### config.mk
export PLATFORM = sky130hd
export DESIGN_NAME = serial_add_ctrl
export DESIGN_NICKNAME = d
export VERILOG_FILES = /design/src/rtl/serial_add_ctrl.sv
export SDC_FILE = /design/constraint.sdc
export NUM_CORES = 1
export LEC_CHECK = 0
export ABC_AREA = 1
export CAP_MARGIN = 0
export CORE_AREA = 2 2 82 84
export CTS_BUF_LIST = sky130_fd_sc_hd__clkbuf_8
export CTS_CLUSTER_SIZE = 12
export DETAILED_ROUTE_END_ITERATION = 12
export DIE_AREA = 0 0 84 86
export SYNTH_ARGS = -nofsm -noshare
export SYNTH_HDL_FRONTEND = slang
export SYNTH_SLANG_ARGS = --single-unit
### constraint.sdc
create_clock -name clk_i -period 2.3 [get_ports clk_i]
set_clock_uncertainty 0.15 [all_clocks]
set_input_delay 0.23 -clock clk_i [delete_from_list [all_inputs] [get_ports clk_i]]
set_output_delay 0.23 -clock clk_i [all_outputs]
set_load 0.02 [all_outputs]
### src/rtl/serial_add_ctrl.sv
// serial_add_ctrl
//
// Bit-serial adder sequencer. A single full-adder slice is reused over WIDTH
// cycles, LSB first, to compute {cout, sum} = a + b + cin.
//
// Ports
//   clk_i    clock, rising edge
//   rst_i    synchronous active-high reset
//   start_i  operation request (accepted in IDLE, and in DONE for back-to-back)
//   a_i      operand A, captured on accept
//   b_i      operand B, captured on accept
//   cin_i    carry-in, captured on accept
//   busy_o   high in RUN and DONE
//   done_o   one-cycle pulse, result valid
//   sum_o    result register
//   cout_o   final carry-out register
//
// State | Meaning
// ------+---------------------------------------------------------------
// IDLE  | waiting for start
// RUN   | one bit-step per cycle, cnt_q = bit index being processed
// DONE  | result valid on sum_o/cout_o; start here begins the next operation
module serial_add_ctrl #(
   parameter int WIDTH = 8
) (
   input  logic             clk_i,
   input  logic             rst_i,
   input  logic             start_i,
   input  logic [WIDTH-1:0] a_i,
   input  logic [WIDTH-1:0] b_i,
   input  logic             cin_i,
   output logic             busy_o,
   output logic             done_o,
   output logic [WIDTH-1:0] sum_o,
   output logic             cout_o
);

   localparam int CW = (WIDTH > 1) ? $clog2(WIDTH) : 1;

   typedef enum logic [1:0] {
      S_IDLE = 2'd0,
      S_RUN  = 2'd1,
      S_DONE = 2'd2
   } state_t;

   state_t           state_q, state_d;
   logic [WIDTH-1:0] a_q, b_q, res_q, res_d;
   logic             carry_q;
   logic [CW-1:0]    cnt_q;
   logic [WIDTH-1:0] sum_q;
   logic             cout_q;

   logic             slice_sum, slice_cout;
   logic             last_bit, accept;

   // Full-adder slice on the shift-register LSBs.
   assign slice_sum  = a_q[0] ^ b_q[0] ^ carry_q;
   assign slice_cout = (a_q[0] & b_q[0]) | (carry_q & (a_q[0] ^ b_q[0]));

   assign last_bit = (state_q == S_RUN) && (cnt_q == CW'(WIDTH - 1));

   // Accepting in DONE as well as IDLE lets a held start run back-to-back
   // with no idle gap, giving one operation per WIDTH+1 cycles.
   assign accept = start_i && ((state_q == S_IDLE) || (state_q == S_DONE));

   // Partial result shifts right with the new bit entering at the MSB.
   always_comb begin
      res_d            = res_q >> 1;
      res_d[WIDTH-1]   = slice_sum;
   end

   always_ff @(posedge clk_i) begin
      if (rst_i) begin
         state_q <= S_IDLE;
      end else begin
         state_q <= state_d;
      end
   end

   always_comb begin
      state_d = state_q;
      case (state_q)
         S_IDLE:  if (start_i) state_d = S_RUN;
         S_RUN:   if (last_bit) state_d = S_DONE;
         S_DONE:  state_d = start_i ? S_RUN : S_IDLE;
         default: state_d = S_IDLE;
      endcase
   end

   always_comb begin
      busy_o = (state_q == S_RUN) || (state_q == S_DONE);
      done_o = (state_q == S_DONE);
   end

   always_ff @(posedge clk_i) begin
      if (rst_i) begin
         a_q     <= '0;
         b_q     <= '0;
         res_q   <= '0;
         carry_q <= 1'b0;
         cnt_q   <= '0;
         sum_q   <= '0;
         cout_q  <= 1'b0;
      end else if (accept) begin
         a_q     <= a_i;
         b_q     <= b_i;
         carry_q <= cin_i;
         cnt_q   <= '0;
      end else if (state_q == S_RUN) begin
         a_q     <= a_q >> 1;
         b_q     <= b_q >> 1;
         res_q   <= res_d;
         carry_q <= slice_cout;
         cnt_q   <= cnt_q + CW'(1);
         // Result registers load on entry to DONE so they are valid while
         // done_o is high; otherwise they hold the previous result.
         if (last_bit) begin
            sum_q  <= res_d;
            cout_q <= slice_cout;
         end
      end
   end

   assign sum_o  = sum_q;
   assign cout_o = cout_q;

endmodule
==> summary.txt, run 1 <==
Global route
  • Pin count of the biggest net entering global routing: 35
  • Initial antenna violation count: 0
  • Global-route wire length before repair: 6970 um
  • Met2 Use GR: 19.6%
  • Met3 usage: 2.98%
  • Top Usage Layer GRT: met2
  • Global Route Usage Sum: 11.7%
  • Total grt overflow: 0
  • Vias in the first global route: 1581
  • Met1 Usage GRT: 14.3%

Die
  • Die extent in y: 86 um
  • Starting Density: 29.8%
  • Core area: 0.00628 mm2
  • Die Width: 84 um
  • Die area: 0.00722 mm2
  • Row cnt: 29
  • Top Ports: 31

Clock network
  • Worst skew pair latency: 0.29 ns
  • Clk slew on worst S/H paths: 0.08 ns
  • Hold Buf Count CTS: 0
  • Htree depth: 2
  • TritonCTS Buffers: 5
  • CTS Buffer Depth: 2
  • CTS root buf: clkbuf_8
  • TritonCTS clock tree: yes
  • Post-CTS Setup Bufs: 0
  • Clk sinks: 38
  • CTS resizes: 0

Drt
  • ANT nets after route: 0
  • Via count: 1685
  • Routed wire length per instance: 10.5 um
  • Total Wirelength: 3880 um
  • DRC viols: 0
  • Via density: 4.58
  • DR iter-0 viols: 68
  • Router iterations before antenna repair: 4

Worst setup path
  • CP endpoint kind: primary output
  • Kind of cell adding the most delay to the critical path: buffers and inverters
  • Critical Path RT: 1.92 ns
  • R2R Setup Slk: 0.49 ns
  • Critical path buffers and inverters: 2
  • Critical path's slowest cell: clkdlybuf4s50_1
  • Crit Path Class: register to primary output
  • Crit path from: state_q[1]$_SDFFE_PP0P_
  • Reg2Reg Depth: 7
  • Max stage delay on crit path: 0.60 ns
  • Crit-path cells: inv_1 -> ha_1 -> clkdlybuf4s50_1
  • R2R Path End: a_q[2]$_SDFFE_PP0P_
  • Reg-to-reg startpoint: state_q[0]$_SDFFE_PP0P_
  • Startpoint types: register
  • Max FO, Critical Path: 4
  • Crit path DAT: 1.62 ns

Pwr
  • Peak supply drop: 0.000208 V
  • Pleak: 1.00 nW
  • Pwr dens: 671 mW/mm2

Layout
  • Area growth syn-to-layout: 22.7%
  • # nets final: 317
  • Layout cells sized above 1: 6.53%
  • FILL cells: 669
  • Antenna diode count: 0

Synthesis
  • Synth Register Bits: 38
  • Seq/Total Area, Yosys: 40.7%
  • Post-synthesis cell count: 265
  • Syn_area_per_cell: 7.06 um2
  • Synthesized area: 0.00187 mm2
  • Ys Warns: 0
  • Synth cell types: 18
  • Mapped Nets: 292

Timing
  • Slew Limit Fails: 0
  • Hold WS: 0.321 ns
  • RSZ-0062 raised after global routing: false
  • Worst slew pin tran: 0.478 ns
  • TNS Setup: 0 ns
  • Final setup fails: 0
  • Final hold vios: 0
  • FMAX: 500 MHz
  • Fin crit share: 86.9%
  • Worst rel slew slack: 68.1%
  • Tmin final: 2.00 ns

Status
  • Outcome: finished, final reports clean

Job
  • Max Cap Violations: 0

Place
  • Detailed placement HPWL: 2600 um
  • I/O Buffers: 30
  • Gp weighted congestion: 0.778

Worst hold path
  • Hold Path Class: register to register
  • Hold Path Origin: cnt_q[2]$_SDFFE_PP0P_
  • Hold depth: 2
  • Hold EP: cnt_q[2]$_SDFFE_PP0P_
## tightest hold or removal path, delay by kind of cell (launching register included)
kind | cells | cell delay, ns
AND/OR/NAND/NOR | 1 | 0.06
AO/OA/AOI/OAI | 1 | 0.05
flip-flops | 1 | 0.32
## through the flow
step | total power (W) | cells | worst slack, ns | util [%] | instance area (um2)
floorplan | 0.00101 | 265 | 0.781 | - | 1870
global placement | 0.00109 | 360 | 0.480 | 35.1 | 2200
detailed placement | 0.00109 | 360 | 0.453 | 35.1 | 2200
CTS | 0.00156 | 368 | 0.277 | 36.6 | 2300
global route | 0.00165 | 368 | 0.222 | 36.6 | 2300
finish | 0.00154 | 368 | 0.300 | 36.6 | 2300
## sequential cells by signal, summed over array words and instances (netlist names)
| signal | flops |
|---|---|
| carry_q | 1 |
| state_q | 2 |
| a_q | 8 |
| cout_o | 1 |
| res_q | 7 |
| sum_o | 8 |
| cnt_q | 3 |
| b_q | 8 |
## cell usage in the layout, fill, tap and decap left out
cell,instances
inv_1,30
nand2_1,67
inv_2,2
nor2_1,21
ha_1,6
clkinv_2,1
a21oi_1,28
clkbuf_8,6
nand3_1,17
fa_1,1
clkdlybuf4s50_1,30
buf_4,6
xnor2_1,1
nand2_4,1
nor2_2,1
nand2_2,2
dfxtp_1,38
o21ai_0,8
nand4_1,25
## synth_stat cells
| library cell | instances | area [um2] |
|---|---|---|
| nand4_1 | 25 | 156 |
| ha_1 | 6 | 75.1 |
| nand2_4 | 1 | 11.3 |
| inv_2 | 2 | 7.51 |
| nand3_1 | 17 | 85.1 |
| fa_1 | 1 | 20.0 |
| nand2_1 | 67 | 251 |
| o21ai_0 | 8 | 40.0 |
| clkbuf_1 | 1 | 3.75 |
| nor2_1 | 21 | 78.8 |
| xnor2_1 | 1 | 8.76 |
| dfxtp_1 | 38 | 761 |
| a21oi_1 | 28 | 140 |
| inv_1 | 29 | 109 |
| nand2_2 | 2 | 12.5 |
| buf_2 | 14 | 70.1 |
| nor2_2 | 1 | 6.26 |
| buf_6 | 3 | 33.8 |
## layout make-up
cell class                 instances  area [um2]  share of cell area (%)
clock inverter                     2        8.76                   0.381
tap                               77        96.3                    4.20
clock buffer                       6        82.6                    3.60
multi-input combinational        178         886                    38.6
timing repair buffer              36         345                    15.0
inverter                          31         116                    5.07
sequential                        38         761                    33.1
## cells by family (layout without fill, tap and decap cells)
| family | after synthesis | in the layout | synth area share [%] |
|---|---|---|---|
| AND/OR/NAND/NOR | 134 | 134 | 32.2 |
| flip-flops | 38 | 38 | 40.7 |
| AO/OA/AOI/OAI | 36 | 36 | 9.63 |
| adder cells (fa/ha/maj) | 7 | 7 | 5.08 |
| buffers and inverters | 49 | 75 | 12.0 |
| XOR/XNOR | 1 | 1 | 0.468 |
## where the power goes
part	switching, W	internal, W
registers	0.0000307	0.000718
logic	0.000191	0.000133
clock network	0.000229	0.000237
total	0.000452	0.00109
## per-layer routing
| layer | up-vias | wire length [um] |
|---|---|---|
| met1 | 747 | 1990 |
| met5 | - | 0 |
| li1 | 904 | - |
| met2 | 29 | 1690 |
| met4 | 0 | 66 |
| met3 | 5 | 130 |
## worst max path at each step
| stage | endpoint | slack [ns] | cells after the start |
|---|---|---|---|
| after floorplan | a_q[0]$_SDFFE_PP0P_ | 0.78 | 7 |
| after global placement | a_q[2]$_SDFFE_PP0P_ | 0.48 | 6 |
| after detailed placement | a_q[2]$_SDFFE_PP0P_ | 0.45 | 6 |
| after CTS | busy_o | 0.28 | 3 |
| after global routing | busy_o | 0.22 | 3 |
| final | busy_o | 0.30 | 3 |
No activity file was read; power rests on OpenSTA's default activity.
==> inputs of run 2 (changes only) <==
Settings changed: CAP_MARGIN 0 to 20, SLEW_MARGIN set to 20.
==> results of run 2 <==
The final DEF is identical to that of run 1; final timing and power are the same.
==> edit (flow settings as in run 2) <==
The parameter `WIDTH` goes from 8 to 16.
--- a/src/rtl/serial_add_ctrl.sv
+++ b/src/rtl/serial_add_ctrl.sv
@@ -21,7 +21,7 @@
 // RUN   | one bit-step per cycle, cnt_q = bit index being processed
 // DONE  | result valid on sum_o/cout_o; start here begins the next operation
 module serial_add_ctrl #(
-   parameter int WIDTH = 8
+   parameter int WIDTH = 16
 ) (
    input  logic             clk_i,
    input  logic             rst_i,
Interface: changed (resized a_i, b_i and sum_o); port bits go from 31 to 55. No check against the original RTL was run, so the function may have changed too.
==> edit against run 2 <==
Clock power increased by 110%; area after synthesis grew 83%; global-route usage rose by 9.4 points; routed wire length up 84%; total power increased to 3.0 times the old value; first-iteration DRC count increased by 97%; hold slack worse by 0.015 ns; sequential power increased by 140%; worst setup slack got worse by 0.078 ns; register-to-register slack improved by 0.03 ns; cell area rose by 80%; sequential cell count grew 33; critical path type unchanged; critical endpoint unchanged; largest power group is now combinational cells.
==> edit: results (changes against run 2) <==
INFO  logic_synthesis synth_compound_gate_area_share=11.7% [was 9.63%]
INFO  logic_synthesis synth_commonest_cells=sky130_fd_sc_hd__nand2_1 (124), sky130_fd_sc_hd__nand3_1 (76), sky130_fd_sc_hd__dfxtp_1 (71), sky130_fd_sc_hd__a21oi_1 (64), sky130_fd_sc_hd__inv_1 (51) [was sky130_fd_sc_hd__nand2_1 (67), sky130_fd_sc_hd__dfxtp_1 (38), sky130_fd_sc_hd__inv_1 (29), sky130_fd_sc_hd__a21oi_1 (28), sky130_fd_sc_hd__nand4_1 (25)]
INFO  placed_design  place.gp.congestion=0.740 [was 0.778]
INFO  setup_path     crit_path_max_fanout=5 [was 4]
INFO  logic_synthesis post_synth_fa_ha_maj_area_fraction=2.77% [was 5.08%]
INFO  drt            drt-initial-drc-count=134 [was 68]
INFO  outcome        status=complete, no violations [unchanged]
INFO  power_and_ir_drop ir_drop=0.934mV [was 0.208 mV]
INFO  min_path       holdCritPathClass=in2reg [was reg2reg]
INFO  timing         worst_hold_margin=0.305ns [was 0.321 ns]
INFO  global_route   number_of_global_route_vias_before_repair=2,931 [was 1,581]
INFO  global_route   grt_pass1_wl=12.7mm [was 6.97 mm]
INFO  placed_design  dp_hpwl=4.58mm [was 2.60 mm]
INFO  clocking       tritoncts.num_buffers=9 [was 5]
INFO  logic_synthesis yosys-top-cells-area=sky130_fd_sc_hd__dfxtp_1 (41%), sky130_fd_sc_hd__nand2_1 (14%), sky130_fd_sc_hd__nand3_1 (11%), sky130_fd_sc_hd__a21oi_1 (9.3%), sky130_fd_sc_hd__inv_1 (5.6%) [was sky130_fd_sc_hd__dfxtp_1 (41%), sky130_fd_sc_hd__nand2_1 (13%), sky130_fd_sc_hd__nand4_1 (8.4%), sky130_fd_sc_hd__a21oi_1 (7.5%), sky130_fd_sc_hd__inv_1 (5.8%)]
INFO  global_route   grt_util_all_layers=21.2% [was 11.7%]
INFO  logic_synthesis synth_seq_area_share=41.4% [was 40.7%]
INFO  timing         max_freq=0.481GHz [was 0.500 GHz]
INFO  logic_synthesis ys_types=22 [was 18]
INFO  placed_design  place_ws=0.491ns [was 0.453 ns]
INFO  logic_synthesis synth_nets=534 [was 292]
INFO  power_and_ir_drop power.static_leakage=0.00186uW [was 0.00100 uW]
INFO  clocking       clkLatencyLatePin=0.33ns [was 0.29 ns]
INFO  cells_and_area drive_gt1_share=5.44% [was 6.53%]
INFO  global_route   largest_net_degree_at_the_start_of_global_routing=45 [was 35]
INFO  setup_path     worst-r2r-setup-slack=0.52ns [was 0.49 ns]
INFO  drt            drt_pass1_iterations=4 [unchanged]
INFO  logic_synthesis synth_xor_area_share=0.255% [was 0.468%]
INFO  drt            routed_wl=7.14mm [was 3.88 mm]
edit: cell count changes in the layout (fill, tap and decap cells not counted), moves of 5 or more:
cell                              change
sky130_fd_sc_hd__dfxtp_1             +33
sky130_fd_sc_hd__a21oi_1             +36
sky130_fd_sc_hd__nand2_1             +57
sky130_fd_sc_hd__nand3_1             +59
sky130_fd_sc_hd__inv_1               +22
sky130_fd_sc_hd__o21ai_0              +8
sky130_fd_sc_hd__nand3b_1             +5
sky130_fd_sc_hd__clkbuf_8             +5
sky130_fd_sc_hd__nor2_1              +10
sky130_fd_sc_hd__clkdlybuf4s50_1     +24
sky130_fd_sc_hd__nand4_1             -24
edit: where the power goes:
part | internal [uW] | total [uW] | switching [uW]
clock | 549 | 985 | 436
sequential | 1590 | 1780 | 192
combinational | 661 | 1810 | 1150
total | 2800 | 4570 | 1770
edit: metal layers:
metal / vias to the layer above / part of all wire, % / routed length (um) / track usage [%]
met4: 0 / 1.5 / 110 / 7.48
met3: 10 / 3.2 / 226 / 3.46
met2: 47 / 47 / 3390 / 37.2
li1: 1632 / - / - / -
met5: - / 0 / 0 / 0
met1: 1402 / 48 / 3410 / 26.4
edit: kinds of logic (layout without fill, tap and decap cells):
group	count (synthesis)	after routing
adder cells (fa/ha/maj)	7	7
flip-flops	71	71
buffers and inverters	89	131
XOR/XNOR	1	1
AO/OA/AOI/OAI	80	80
AND/OR/NAND/NOR	243	243
edit: worst paths after layout:
kind / depth (start not counted) / end / from
worst min-delay path: 3 / a_q[15] / a_i[15]
worst max-delay path: 3 / busy_o / state_q[0]
worst max register to register: 8 / cnt_q[0] / state_q[0]
worst min register to register: 2 / res_q[9] / res_q[10]
edit: cell type report:
cell class,count,area (sq um)
well taps,77,96.3
inverters,52,195
multi-input cells,331,1570
repair buffers,64,641
clock buffers,11,151
clock inverters,4,46.3
flip-flops and latches,71,1420
fillers,615,2160
edit: metrics by stage:
stage / area, sq um / std cells
2_1_floorplan: 3430 / 491
6_report: 4120 / 610
4_1_cts: 4120 / 610
3_3_place_gp: 3920 / 595
3_5_place_dp: 3920 / 595
5_1_grt: 4120 / 610
edit: worst max-delay path: cells and delay by family (launching register included):
family / cells / cell delay (ns)
adder cells (fa/ha/maj): 1 / 0.28
buffers and inverters: 2 / 0.68
flip-flops: 1 / 0.41
